### src/rtl/mem_pkg.sv
//------------------------------------------------------------------------------
// Module   : mem_pkg
// Brief    : Shared width codes, FSM state encodings and byte-enable base masks
//            for the EX/MEM memory access unit.
// Revision : 1.0 - initial release
//------------------------------------------------------------------------------
`default_nettype none

package mem_pkg;

    localparam logic [1:0] MEM_B = 2'b00;
    localparam logic [1:0] MEM_H = 2'b01;
    localparam logic [1:0] MEM_W = 2'b10;

    localparam logic [1:0] c_ST_IDLE  = 2'd0;
    localparam logic [1:0] c_ST_BEAT0 = 2'd1;
    localparam logic [1:0] c_ST_BEAT1 = 2'd2;
    localparam logic [1:0] c_ST_RESP  = 2'd3;

    localparam logic [3:0] c_BE_BASE_B = 4'b0001;
    localparam logic [3:0] c_BE_BASE_H = 4'b0011;
    localparam logic [3:0] c_BE_BASE_W = 4'b1111;

    // Width code 2'b11 behaves as a word access.
    function automatic logic [3:0] be_base(input logic [1:0] width);
        case (width)
            MEM_B:   be_base = c_BE_BASE_B;
            MEM_H:   be_base = c_BE_BASE_H;
            default: be_base = c_BE_BASE_W;
        endcase
    endfunction

endpackage

`default_nettype wire

### src/rtl/mem_lane_align.sv
//------------------------------------------------------------------------------
// Module   : mem_lane_align
// Brief    : Combinational lane steering: beat0/beat1 byte enables and store
//            data, plus load extraction with sign/zero extension.
// Revision : 1.0 - initial release
//------------------------------------------------------------------------------
`default_nettype none

module mem_lane_align
    import mem_pkg::*;
(
    input  logic [1:0]  i_off,
    input  logic [1:0]  i_width,
    input  logic [31:0] i_wdata,
    output logic [3:0]  o_be0,
    output logic [3:0]  o_be1,
    output logic [31:0] o_wdata0,
    output logic [31:0] o_wdata1,
    input  logic [1:0]  i_ext_off,
    input  logic [1:0]  i_ext_width,
    input  logic        i_ext_sign,
    input  logic [31:0] i_lo,
    input  logic [31:0] i_hi,
    output logic [31:0] o_rdata
);

    logic [7:0]  w_be_wide;
    logic [63:0] w_wdata_wide;
    logic [31:0] w_word;

    // Shifting across a 2-word window yields beat1 as the spill-over half.
    assign w_be_wide    = {4'b0000, be_base(i_width)} << i_off;
    assign w_wdata_wide = {32'h0000_0000, i_wdata} << {i_off, 3'b000};

    assign o_be0    = w_be_wide[3:0];
    assign o_be1    = w_be_wide[7:4];
    assign o_wdata0 = w_wdata_wide[31:0];
    assign o_wdata1 = w_wdata_wide[63:32];

    assign w_word = 32'({i_hi, i_lo} >> {i_ext_off, 3'b000});

    always_comb begin
        o_rdata = w_word;
        case (i_ext_width)
            MEM_B:   o_rdata = {{24{i_ext_sign & w_word[7]}},  w_word[7:0]};
            MEM_H:   o_rdata = {{16{i_ext_sign & w_word[15]}}, w_word[15:0]};
            default: o_rdata = w_word;
        endcase
    end

endmodule

`default_nettype wire

### src/rtl/mem_access_unit.sv
//------------------------------------------------------------------------------
// Module   : mem_access_unit
// Brief    : EX/MEM consumer performing loads/stores over a req/ack word bus,
//            stalling the pipeline until done. Optional two-beat misaligned
//            accesses under macro MEM_MISALIGN_SPLIT_EN.
// Revision : 1.0 - initial release
//------------------------------------------------------------------------------
`default_nettype none

module mem_access_unit
    import mem_pkg::*;
#(
    parameter int unsigned ADDR_W   = 32,
    parameter int unsigned MAX_WAIT = 0
) (
    input  logic              clk,
    input  logic              rst,
    input  logic              valid_i,
    input  logic              mem_write_i,
    input  logic [1:0]        mem_width_i,
    input  logic              mem_sign_extend_i,
    input  logic [ADDR_W-1:0] addr_i,
    input  logic [31:0]       wdata_i,
    output logic              stall_o,
    output logic              done_o,
    output logic [31:0]       rdata_o,
    output logic              err_o,
    output logic              bus_req_o,
    output logic              bus_we_o,
    output logic [ADDR_W-1:0] bus_addr_o,
    output logic [3:0]        bus_be_o,
    output logic [31:0]       bus_wdata_o,
    input  logic              bus_ack_i,
    input  logic [31:0]       bus_rdata_i
);

    localparam int unsigned c_CNT_W = (MAX_WAIT < 2) ? 1 : $clog2(MAX_WAIT + 1);

    logic [1:0]        r_state;
    logic              r_bus_req;
    logic              r_bus_we;
    logic [ADDR_W-1:0] r_bus_addr;
    logic [3:0]        r_bus_be;
    logic [31:0]       r_bus_wdata;
    logic              r_done;
    logic              r_err;
    logic [31:0]       r_rdata;
    logic [c_CNT_W-1:0] r_cnt;
    logic [1:0]        r_off;
    logic [1:0]        r_width;
    logic              r_sign;
    logic              r_we;

    logic [3:0]        w_be0;
    logic [3:0]        w_be1;
    logic [31:0]       w_wdata0;
    logic [31:0]       w_wdata1;
    logic [31:0]       w_lo;
    logic [31:0]       w_hi;
    logic [31:0]       w_rdata_ext;
    logic [ADDR_W-1:0] w_addr0;
    logic              w_split;
    logic              w_timeout;
    logic              w_to_beat1;

    assign w_addr0 = {addr_i[ADDR_W-1:2], 2'b00};
    assign w_split = |w_be1;
    assign stall_o = valid_i && (r_state != c_ST_RESP);

    mem_lane_align u_align (
        .i_off       (addr_i[1:0]),
        .i_width     (mem_width_i),
        .i_wdata     (wdata_i),
        .o_be0       (w_be0),
        .o_be1       (w_be1),
        .o_wdata0    (w_wdata0),
        .o_wdata1    (w_wdata1),
        .i_ext_off   (r_off),
        .i_ext_width (r_width),
        .i_ext_sign  (r_sign),
        .i_lo        (w_lo),
        .i_hi        (w_hi),
        .o_rdata     (w_rdata_ext)
    );

    generate
        if (MAX_WAIT > 0) begin : g_timeout
            assign w_timeout = (r_cnt == c_CNT_W'(MAX_WAIT - 1));
        end else begin : g_no_timeout
            assign w_timeout = 1'b0;
        end
    endgenerate

`ifdef MEM_MISALIGN_SPLIT_EN
    logic        r_split;
    logic [31:0] r_lo;

    assign w_to_beat1 = (r_state == c_ST_BEAT0) && r_split && bus_ack_i;

    // The final beat of a split load supplies the upper word of the window.
    always_comb begin
        w_lo = bus_rdata_i;
        w_hi = 32'h0000_0000;
        if (r_state == c_ST_BEAT1) begin
            w_lo = r_lo;
            w_hi = bus_rdata_i;
        end
    end
`else
    logic w_unused_wdata1;

    assign w_unused_wdata1 = ^w_wdata1;
    assign w_to_beat1      = 1'b0;

    always_comb begin
        w_lo = bus_rdata_i;
        w_hi = 32'h0000_0000;
    end
`endif

    always_ff @(posedge clk) begin
        if (rst) begin
            r_state     <= c_ST_IDLE;
            r_bus_req   <= 1'b0;
            r_bus_we    <= 1'b0;
            r_bus_addr  <= '0;
            r_bus_be    <= 4'b0000;
            r_bus_wdata <= 32'h0000_0000;
            r_done      <= 1'b0;
            r_err       <= 1'b0;
            r_rdata     <= 32'h0000_0000;
            r_cnt       <= '0;
            r_off       <= 2'b00;
            r_width     <= MEM_B;
            r_sign      <= 1'b0;
            r_we        <= 1'b0;
`ifdef MEM_MISALIGN_SPLIT_EN
            r_split     <= 1'b0;
            r_lo        <= 32'h0000_0000;
`endif
        end else begin
            r_done <= 1'b0;
            r_err  <= 1'b0;
            case (r_state)
                c_ST_IDLE: begin
                    if (valid_i) begin
                        r_off   <= addr_i[1:0];
                        r_width <= mem_width_i;
                        r_sign  <= mem_sign_extend_i;
                        r_we    <= mem_write_i;
                        r_cnt   <= '0;
`ifdef MEM_MISALIGN_SPLIT_EN
                        r_split     <= w_split;
                        r_state     <= c_ST_BEAT0;
                        r_bus_req   <= 1'b1;
                        r_bus_we    <= mem_write_i;
                        r_bus_addr  <= w_addr0;
                        r_bus_be    <= w_be0;
                        r_bus_wdata <= w_wdata0;
`else
                        // Misaligned-across-word accesses are rejected without touching the bus.
                        if (w_split) begin
                            r_state <= c_ST_RESP;
                            r_done  <= 1'b1;
                            r_err   <= 1'b1;
                            r_rdata <= 32'h0000_0000;
                        end else begin
                            r_state     <= c_ST_BEAT0;
                            r_bus_req   <= 1'b1;
                            r_bus_we    <= mem_write_i;
                            r_bus_addr  <= w_addr0;
                            r_bus_be    <= w_be0;
                            r_bus_wdata <= w_wdata0;
                        end
`endif
                    end
                end
                c_ST_BEAT0, c_ST_BEAT1: begin
                    if (w_to_beat1) begin
                        r_cnt <= '0;
`ifdef MEM_MISALIGN_SPLIT_EN
                        r_lo        <= bus_rdata_i;
                        r_state     <= c_ST_BEAT1;
                        r_bus_addr  <= r_bus_addr + ADDR_W'(4);
                        r_bus_be    <= w_be1;
                        r_bus_wdata <= w_wdata1;
`endif
                    end else if (bus_ack_i) begin
                        r_cnt     <= '0;
                        r_state   <= c_ST_RESP;
                        r_bus_req <= 1'b0;
                        r_bus_we  <= 1'b0;
                        r_done    <= 1'b1;
                        r_rdata   <= r_we ? 32'h0000_0000 : w_rdata_ext;
                    end else if (w_timeout) begin
                        r_cnt     <= '0;
                        r_state   <= c_ST_RESP;
                        r_bus_req <= 1'b0;
                        r_bus_we  <= 1'b0;
                        r_done    <= 1'b1;
                        r_err     <= 1'b1;
                        r_rdata   <= 32'h0000_0000;
                    end else begin
                        r_cnt <= r_cnt + 1'b1;
                    end
                end
                c_ST_RESP: begin
                    r_state <= c_ST_IDLE;
                    r_rdata <= 32'h0000_0000;
                end
                default: begin
                    r_state   <= c_ST_IDLE;
                    r_bus_req <= 1'b0;
                end
            endcase
        end
    end

    assign done_o      = r_done;
    assign err_o       = r_err;
    assign rdata_o     = r_rdata;
    assign bus_req_o   = r_bus_req;
    assign bus_we_o    = r_bus_we;
    assign bus_addr_o  = r_bus_addr;
    assign bus_be_o    = r_bus_be;
    assign bus_wdata_o = r_bus_wdata;

endmodule

`default_nettype wire

### config.mk
export PLATFORM = sky130hd
export DESIGN_NAME = mem_access_unit
export DESIGN_NICKNAME = d
export VERILOG_FILES = /design/src/rtl/mem_pkg.sv /design/src/rtl/mem_lane_align.sv /design/src/rtl/mem_access_unit.sv
export SDC_FILE = /design/constraint.sdc
export NUM_CORES = 1
export LEC_CHECK = 0
export CAP_MARGIN = 15
export CORE_AREA = 2 2 100 83
export DETAILED_ROUTE_END_ITERATION = 6
export DIE_AREA = 0 0 102 85
export DONT_BUFFER_PORTS = 1
export PLACE_DENSITY = 0.82
export SETUP_SLACK_MARGIN = 0.1
export SLEW_MARGIN = 20
export SYNTH_ARGS = -nofsm -noshare
export SYNTH_HDL_FRONTEND = slang
export SYNTH_SLANG_ARGS = --single-unit
### constraint.sdc
create_clock -name clk -period 3.37 [get_ports clk]
set_input_delay 1.011 -clock clk [delete_from_list [all_inputs] [get_ports clk]]
set_output_delay 1.011 -clock clk [all_outputs]
set_load 0.01 [all_outputs]
======== Word level (Yosys, flattened, before mapping) ========
Index checks and enable logic that the tools add are counted.
storage, ports and cells
  memory bits (writable) .................. 0
  memories kept ........................... 0
  input bits .............................. 104
  latch bits .............................. 0
  output and inout bits ................... 105
  word-level logic and storage cells ...... 65
  register bits after elaboration ......... 110
  ROM bits ................................ 0
cells by class
  eq/ne operators ......................... 10
  order comparisons ....................... 0
  multipliers ............................. 0
  add/sub/neg operators ................... 0
  reductions and logical operators ........ 13
  mux-type cells .......................... 22
  bitwise logic cells ..................... 4
  shifts and indexed selects .............. 3
  div/mod/pow operators ................... 0
operators with widths
  kind                count
  $mux 32             4
  $pmux 32 s3         1
  $pmux 32 s2         1
  $shl 32x5->32       1
  $shr 32x5->32       1
  $ne 2x2->1 const B  5
  $mux 1              8
  $pmux 4 s2          1
  $shl 4x2->8         1
  $eq 2x1->1 const B  3
  $logic_not 2->1     3
  $mux 2              3
  $pmux 1 s2          3
  $pmux 2 s3          1
  $reduce_and 3->1    2
  $eq 2x2->1 const B  2
  $reduce_and 2->1    2
  $reduce_and 4->1    1
  $reduce_or 2->1     2
  $reduce_or 4->1     1
  $and 1x1->1         2
  $not 1->1           2
  $reduce_bool 2->1   1
  $logic_and 1x1->1   1

======== Logic depth before layout (Yosys ltp) ========
Gate-level depths: netlist of the first run.
  depth after elaboration ................. 7
  gate-level depth with buffers ........... 10
  mapped depth without buffers ............ 7

======== Cells and area by module ========
From an unflattened synthesis of the first run, not the netlist that was laid out.
unflattened totals
  cell total of the unflattened synthesis .. 752
  area, all modules ....................... 6404.9 sq um
modules (own cells, without submodules)
  module           cells each  area each (sq um)  instances  seq. area each (sq um)
  mem_access_unit  511         4374.2             1          2202.1
  mem_lane_align   241         2030.7             1          0.0

======== Worst setup path before layout of the first run ========
OpenSTA, ideal clock, no wires.
  kind .................................... input to output
  start point ............................. input port valid_i
  end point ............................... output port stall_o
  setup slack ............................. 1.117 ns
  arrival ................................. 1.242 ns
  stages on the path ...................... 2
  cells stage by stage .................... inv_1 nor2_1
between the ends
  longest elaborated chain between the ends .. 1
ends and longest elaborated chain
  item                line                   source
  start: declaration  mem_access_unit.sv:18  input logic valid_i,
  $logic_and 1x1->1   mem_access_unit.sv:68  assign stall_o = valid_i && (r_state != c_ST_RESP);
  end: declaration    mem_access_unit.sv:24  output logic stall_o,
Every way passes these cells.

======== Worst setup path after layout of the first run ========
  start point ............................. register r_state[0]
  end point ............................... register r_rdata[30], in the netlist rdata_o[30]
between the ends
  longest elaborated chain between the ends .. 4
  elaborated cells on any way between the ends .. 10
  those cells by class .................... eq/ne: 6; mux: 1; reduce/logical: 3
ends and longest elaborated chain
  item                                      line                    source
  start: declaration                        mem_access_unit.sv:39   logic [1:0] r_state;
  start signal: assignment                  mem_access_unit.sv:123  r_state <= c_ST_IDLE;
  start signal: assignment                  mem_access_unit.sv:163  r_state <= c_ST_RESP;
  start signal: assignment                  mem_access_unit.sv:168  r_state <= c_ST_BEAT0;
  $eq 2x1->1 or $eq 2x2->1 (tied branches)  mem_access_unit.sv:144  case (r_state)
  $reduce_or 2->1                           mem_access_unit.sv:144
  $ne 2x2->1 (no line)                      n/a
  $reduce_and 3->1 (no line)                n/a
  end signal: assignment                    mem_access_unit.sv:194  r_rdata <= r_we ? 32'h0000_0000 : w_rdata_ext;
  end: declaration                          mem_access_unit.sv:47   logic [31:0] r_rdata;
Parallel ways exist; a longest one is shown, timed or not.
A chain may end at the register's enable or synchronous reset.

==> results.json, run 1 <==
{
  "yosys_warnings": 0,
  "routedWlPerCell_um": 18.6,
  "htreeDepth": 3,
  "cts_buffer_depth": 2,
  "drv_slew": 0,
  "cp-endpoint": "rdata_o[30]$_SDFFE_PP0P_",
  "n_antenna_cell": 0,
  "grt_pass1_wl_um": 19600,
  "die_w_um": 102,
  "drt-vias-per-instance": 6.18,
  "synthCells": 595,
  "routed_wirelength_um": 12500,
  "multiInputGateArea_um2": 2490,
  "coreArea_um2": 7690,
  "finalCritPeriodShare_pct": 73.0,
  "n_fill_cell": 655,
  "r2r_start": "r_state[0]$_SDFFE_PP0P_",
  "placed_cell_area_um2": 4940,
  "die-area_um2": 8670,
  "drt_iter0_drc": 202,
  "whs_ns": 0.477,
  "grt-ovfl-total": 0,
  "ant_nets": 0,
  "grt_pass1_vias": 4050,
  "start_kind": "flop",
  "slew_headroom_pct": 47.9,
  "end_kind": "flop",
  "cp_max_fo": 9,
  "register_area_um2": 2200,
  "max_freq_mhz": 407,
  "grt_max_degree": 98,
  "rr_endpoint": "rdata_o[30]$_SDFFE_PP0P_",
  "grt_antenna_before_repair": 0,
  "reg2reg_depth": 7,
  "cts_made_buffers": 9,
  "start_util_pct": 65.8,
  "cts-root-buf": "clkbuf_8",
  "max-cap-violations": 0,
  "drive_above_1_share_pct": 7.47,
  "required_ns": 3.65,
  "cp-startpoint": "r_state[0]$_SDFFE_PP0P_",
  "fin_tns_setup_ns": 0,
  "tightest_slew_ns": 0.779,
  "crit_chain": "inv_1 > ha_1 > nor3b_2 > and3b_1 > nor2b_1 > nand3_1 > o311ai_1",
  "skew_ns": 0.0176,
  "final_common_cell": "dfxtp_1",
  "area_growth_pct": 1.90,
  "period_minus_slack_ns": 2.46,
  "ys_types": 47,
  "finalInstanceArea_um2": 5150,
  "grt_setup_unrepaired": "no",
  "globalplace.congestion": 0.840,
  "power.density_nw_per_um2": 632,
  "std_cell_rows": 29,
  "async_reset_ff_share_pct": 0,
  "p_leak_nw": 1.78,
  "yosysSeqAreaShare_pct": 43.5,
  "synth_edf_count": 0,
  "boundaryPins": 209,
  "reg2reg_slack_ns": 0.91,
  "drc": 0,
  "worst_path_largest_cell_delay_ns": 0.52,
  "hp-class": "flop to flop",
  "post-place-ws_ns": 0.388,
  "finalSetupViolations": 0,
  "grtUsageTotal_pct": 28.4,
  "layout.nets": 665,
  "dr.pass1.iters": 5,
  "post_cts_resized": 0,
  "hpwl_um": 9000,
  "syn_area_um2": 5060,
  "hold_buffers": 0,
  "post-cts-setup-buffer-count": 0,
  "vias": 4138,
  "setup_ws_ns": 0.911,
  "cts_tree": "done",
  "clock_latency_ns": 0.38,
  "critical_path_class": "flop to flop",
  "synth_top_flop_cell": "dfxtp_1",
  "cp_slowest_cell": "nor2b_1",
  "yosys_register_bits": 110,
  "hold_viol": 0,
  "cp.arrival_ns": 2.74,
  "numPortBuffers": 0,
  "layout_common_cells": "110 x dfxtp_1, 83 x nand2_1, 64 x a21oi_1",
  "fp.dieH_um": 85,
  "numClockSinks": 110,
  "peakVddDrop_mv": 0.332,
  "run_status": "completed",
  "avgSynthCellArea_um2": 8.50,
  "clkSlewWorstSetupHoldPaths_ns": 0.12
}
==> metal layers <==
metal	vias up	share of wire, %	global-route usage [%]
met5	-	0	0
li1	1995	-	-
met3	28	11	11.9
met4	0	2.2	9.09
met1	1922	38	31.0
met2	193	49	49.9
==> power breakdown <==
group	internal (W)	switching, W	total [W]
Clock	0.000362	0.000479	0.000841
Sequential	0.00146	0.000186	0.00164
Combinational	0.000283	0.000490	0.000773
==> worst min path at each step <==
stage | from | endpoint | slack [ns] | cells past startpoint
after global placement | r_sign$_SDFFE_PP0P_ | r_sign$_SDFFE_PP0P_ | 0.45 | 2
after global routing | r_sign$_SDFFE_PP0P_ | r_sign$_SDFFE_PP0P_ | 0.50 | 2
after detailed placement | r_we$_SDFFE_PP0P_ | r_we$_SDFFE_PP0P_ | 0.46 | 2
final | r_sign$_SDFFE_PP0P_ | r_sign$_SDFFE_PP0P_ | 0.48 | 2
after CTS | r_we$_SDFFE_PP0P_ | r_we$_SDFFE_PP0P_ | 0.48 | 2
after floorplan | r_sign$_SDFFE_PP0P_ | r_sign$_SDFFE_PP0P_ | 0.44 | 2
==> per-stage QoR <==
step	util, %	total power (W)	instances
6_report	67.0	0.00326	670
5_1_grt	67.0	0.00344	670
4_1_cts	67.0	0.00326	670
3_5_place_dp	64.2	0.00244	654
3_3_place_gp	64.2	0.00240	654
2_1_floorplan	-	0.00235	596
==> final cells by class <==
cell class	count	area share [%]
clock buffers	9	2.40
clock inverters	7	1.72
inverters	21	1.53
multi-input cells	410	48.3
flip-flops and latches	110	42.7
well taps	108	2.62
repair buffers	5	0.728
==> state kept, by name, summed over array words and instances, names as in the netlist <==
signal	count
bus_addr_o	30
bus_be_o	4
bus_req_o	1
bus_wdata_o	32
bus_we_o	1
done_o	1
err_o	1
r_off	2
r_sign	1
r_state	2
r_we	1
r_width	2
rdata_o	32
==> cell families after synthesis <==
kind of cell    after synthesis  synth area share, %
flops                       110                 43.5
compound gates              157                 21.0
fa+ha+maj                     4                0.989
other cells                   1               0.0741
buf+inv                      76                 7.57
simple gates                206                 18.3
mux                          41                 8.56
==> critical path: cells and delay by family (launching register included) <==
kind,cells,cell delay [ns]
AND/OR/NAND/NOR,4,1.36
adder cells (fa/ha/maj),1,0.41
flip-flops,1,0.40
AO/OA/AOI/OAI,1,0.12
buffers and inverters,1,0.08
==> synth_stat cells (2+ instances only) <==
| cell | count | area share (%) |
|---|---|---|
| a22oi_1 | 9 | 1.3 |
| buf_1 | 6 | 0.45 |
| dfxtp_1 | 110 | 44 |
| and2_1 | 2 | 0.25 |
| nand3b_1 | 8 | 1.2 |
| clkbuf_1 | 16 | 1.2 |
| o311ai_0 | 2 | 0.35 |
| or2_2 | 2 | 0.25 |
| o2bb2ai_1 | 8 | 1.4 |
| and3_1 | 2 | 0.25 |
| o311ai_1 | 14 | 2.4 |
| buf_4 | 10 | 1.5 |
| clkbuf_2 | 2 | 0.20 |
| nor2b_1 | 12 | 1.5 |
| buf_6 | 5 | 1.1 |
| mux2i_1 | 32 | 6.3 |
| buf_2 | 16 | 1.6 |
| a22o_1 | 8 | 1.4 |
| o21ai_0 | 15 | 1.5 |
| nand2_1 | 83 | 6.2 |
| nor2_1 | 55 | 4.1 |
| nand3_1 | 16 | 1.6 |
| a211oi_1 | 25 | 3.7 |
| inv_1 | 21 | 1.6 |
| nor3_1 | 21 | 2.1 |
| ha_1 | 4 | 0.99 |
| a21oi_1 | 64 | 6.3 |
| mux2_2 | 8 | 1.8 |
Power figures use the tool's default switching activity.
==> inputs of run 2 (changes only) <==
--- a/config.mk
+++ b/config.mk
@@ -6,11 +6,11 @@
 export NUM_CORES = 1
 export LEC_CHECK = 0
 export CAP_MARGIN = 15
-export CORE_AREA = 2 2 100 83
+export CORE_AREA = 2 2 104 86
 export DETAILED_ROUTE_END_ITERATION = 6
-export DIE_AREA = 0 0 102 85
+export DIE_AREA = 0 0 106 88
 export DONT_BUFFER_PORTS = 1
-export PLACE_DENSITY = 0.82
+export PLACE_DENSITY = 0.77
 export SETUP_SLACK_MARGIN = 0.1
 export SLEW_MARGIN = 20
 export SYNTH_ARGS = -nofsm -noshare
==> constraint.sdc (replaced) <==
create_clock -name clk -period 2.5 [get_ports clk]
set_input_delay 0.75 -clock clk [delete_from_list [all_inputs] [get_ports clk]]
set_output_delay 0.75 -clock clk [all_outputs]
set_load 0.01 [all_outputs]
==> results.json, run 2 (synthesis gave the netlist of run 1 again) <==
{
  "run_status": "completed",
  "whs_ns": 0.457,
  "grt_pass1_vias": 3926,
  "vias": 4132,
  "grt_antenna_before_repair": 0,
  "hp-class": "primary input to flop",
  "cts-root-buf": "clkbuf_8",
  "cp.arrival_ns": 2.45,
  "ant_nets": 0,
  "slew_headroom_pct": 54.2,
  "pwr-share-comb_pct": 24.7,
  "fin_tns_setup_ns": 0,
  "multiInputGateArea_um2": 2490,
  "p_leak_nw": 1.81,
  "post-route-util_pct": 62.9,
  "hpwl_um": 8890,
  "drive_above_1_share_pct": 8.13,
  "drt_iter0_drc": 249,
  "p_switching_w": 0.00152,
  "numClockSinks": 110,
  "htreeDepth": 3,
  "globalplace.congestion": 0.868,
  "peakVddDrop_mv": 0.404,
  "power.total_w": 0.00443,
  "register_area_um2": 2200,
  "worst_path_largest_cell_delay_ns": 0.40,
  "grt_max_degree": 98,
  "fp.dieH_um": 88,
  "grtUsageTotal_pct": 25.5,
  "grt_setup_unrepaired": "no",
  "power.density_nw_per_um2": 849,
  "grt_pass1_wl_um": 19200,
  "cp_slowest_cell": "dfxtp_1",
  "finalCritPeriodShare_pct": 88.0,
  "critical_path_class": "flop to flop",
  "max_freq_mhz": 454,
  "finalSetupViolations": 0,
  "internal_power_w": 0.00291,
  "post-place-cells": 662,
  "required_ns": 2.75,
  "start_util_pct": 61.0,
  "area_growth_pct": 3.17,
  "grt-ovfl-total": 0,
  "clkPwrFrac_pct": 25.4,
  "numPortBuffers": 0,
  "layout.nets": 669,
  "clock_latency_ns": 0.36,
  "cp-startpoint": "r_state[0]$_SDFFE_PP0P_",
  "clkSlewWorstSetupHoldPaths_ns": 0.11,
  "start_kind": "flop",
  "die_w_um": 106,
  "r2r_start": "r_state[0]$_SDFFE_PP0P_",
  "max-cap-violations": 0,
  "p_sw_share_pct": 34.3,
  "drc": 0,
  "end_kind": "flop",
  "min-delay-start": "rst",
  "drt-vias-per-instance": 6.09,
  "routed_wirelength_um": 12300,
  "final_common_cell": "dfxtp_1",
  "dr.pass1.iters": 5,
  "die-area_um2": 9330,
  "cts_buffer_depth": 2,
  "skew_ns": 0.0157,
  "n_antenna_cell": 0,
  "hold_buffers": 0,
  "cp_max_fo": 16,
  "hold_viol": 0,
  "tightest_slew_ns": 0.686,
  "stdcell_count": 678,
  "power_frac_seq_pct": 49.9,
  "cts_tree": "done",
  "n_fill_cell": 704,
  "layout_common_cells": "110 x dfxtp_1, 83 x nand2_1, 64 x a21oi_1",
  "routedWlPerCell_um": 18.2,
  "cts_made_buffers": 9,
  "coreArea_um2": 8300,
  "crit_chain": "inv_1 > ha_1 > a22oi_4 > and3_2 > o2111ai_4 > o311ai_0",
  "drv_slew": 0,
  "post-cts-setup-buffer-count": 0,
  "std_cell_rows": 30,
  "boundaryPins": 209,
  "period_minus_slack_ns": 2.20
}
[run 2: cell types whose count changed in the layout (fill, tap and decap cells not counted), sizes merged]
cell / before / now
buf: 5 / 9
clkbuf: 9 / 11
clkinv: 2 / 3
clkinvlp: 1 / 0
inv: 24 / 22
[run 2: power by group through the flow]
stage / combinational (W) / clock (W) / sequential [W]
floorplan: 0.000983 / 0 / 0.00219
global placement: 0.00104 / 0 / 0.00225
detailed placement: 0.00108 / 0 / 0.00225
CTS: 0.00109 / 0.00115 / 0.00221
global route: 0.00122 / 0.00121 / 0.00224
finish: 0.00110 / 0.00112 / 0.00221
[run 2: cell type report]
cell class / instances / share of cell area [%]
Clock inverter: 5 / 1.25
Tap cell: 112 / 2.69
Clock buffer: 11 / 2.90
Multi-Input combinational cell: 410 / 47.7
Timing Repair Buffer: 9 / 1.77
Inverter: 21 / 1.51
Sequential cell: 110 / 42.2
[run 2: metal layers]
layer | routed length [um] | track usage (%) | up-vias | part of all wire (%)
met3 | 1430 | 11.1 | 24 | 12
met5 | 0 | 0 | - | 0
met1 | 5010 | 30.5 | 1911 | 41
li1 | - | - | 2002 | -
met4 | 273 | 9.45 | 0 | 2.2
met2 | 5610 | 41.5 | 195 | 46
[run 2: final timing paths]
path,endpoint,slack (ns),cells past startpoint
max,rdata_o[25]$_SDFFE_PP0P_,0.30,6
min,bus_we_o$_SDFFE_PP0P_,0.46,1
max reg2reg,rdata_o[25]$_SDFFE_PP0P_,0.30,6
min reg2reg,r_we$_SDFFE_PP0P_,0.47,2
[run 2: timing repair]
action / 4_1_cts / 5_1_grt
gates resized for setup: 0 / 1
endpoints found under the setup margin: 0 / 16
endpoints found under the hold margin: 0 / 0
[run 2: critical path: cells and delay by family (launching register included)]
kind / cells / cell delay, ns
flip-flops: 1 / 0.40
AO/OA/AOI/OAI: 3 / 0.81
AND/OR/NAND/NOR: 1 / 0.38
buffers and inverters: 1 / 0.09
adder cells (fa/ha/maj): 1 / 0.40
[run 2: stage by stage]
stage / area, um2 / setup slack, ns
final: 5220 / 0.300
after global routing: 5220 / 0.104
after detailed placement: 5000 / 0.187
after CTS: 5220 / 0.182
after floorplan: 5060 / 0.577
after global placement: 5000 / 0.352
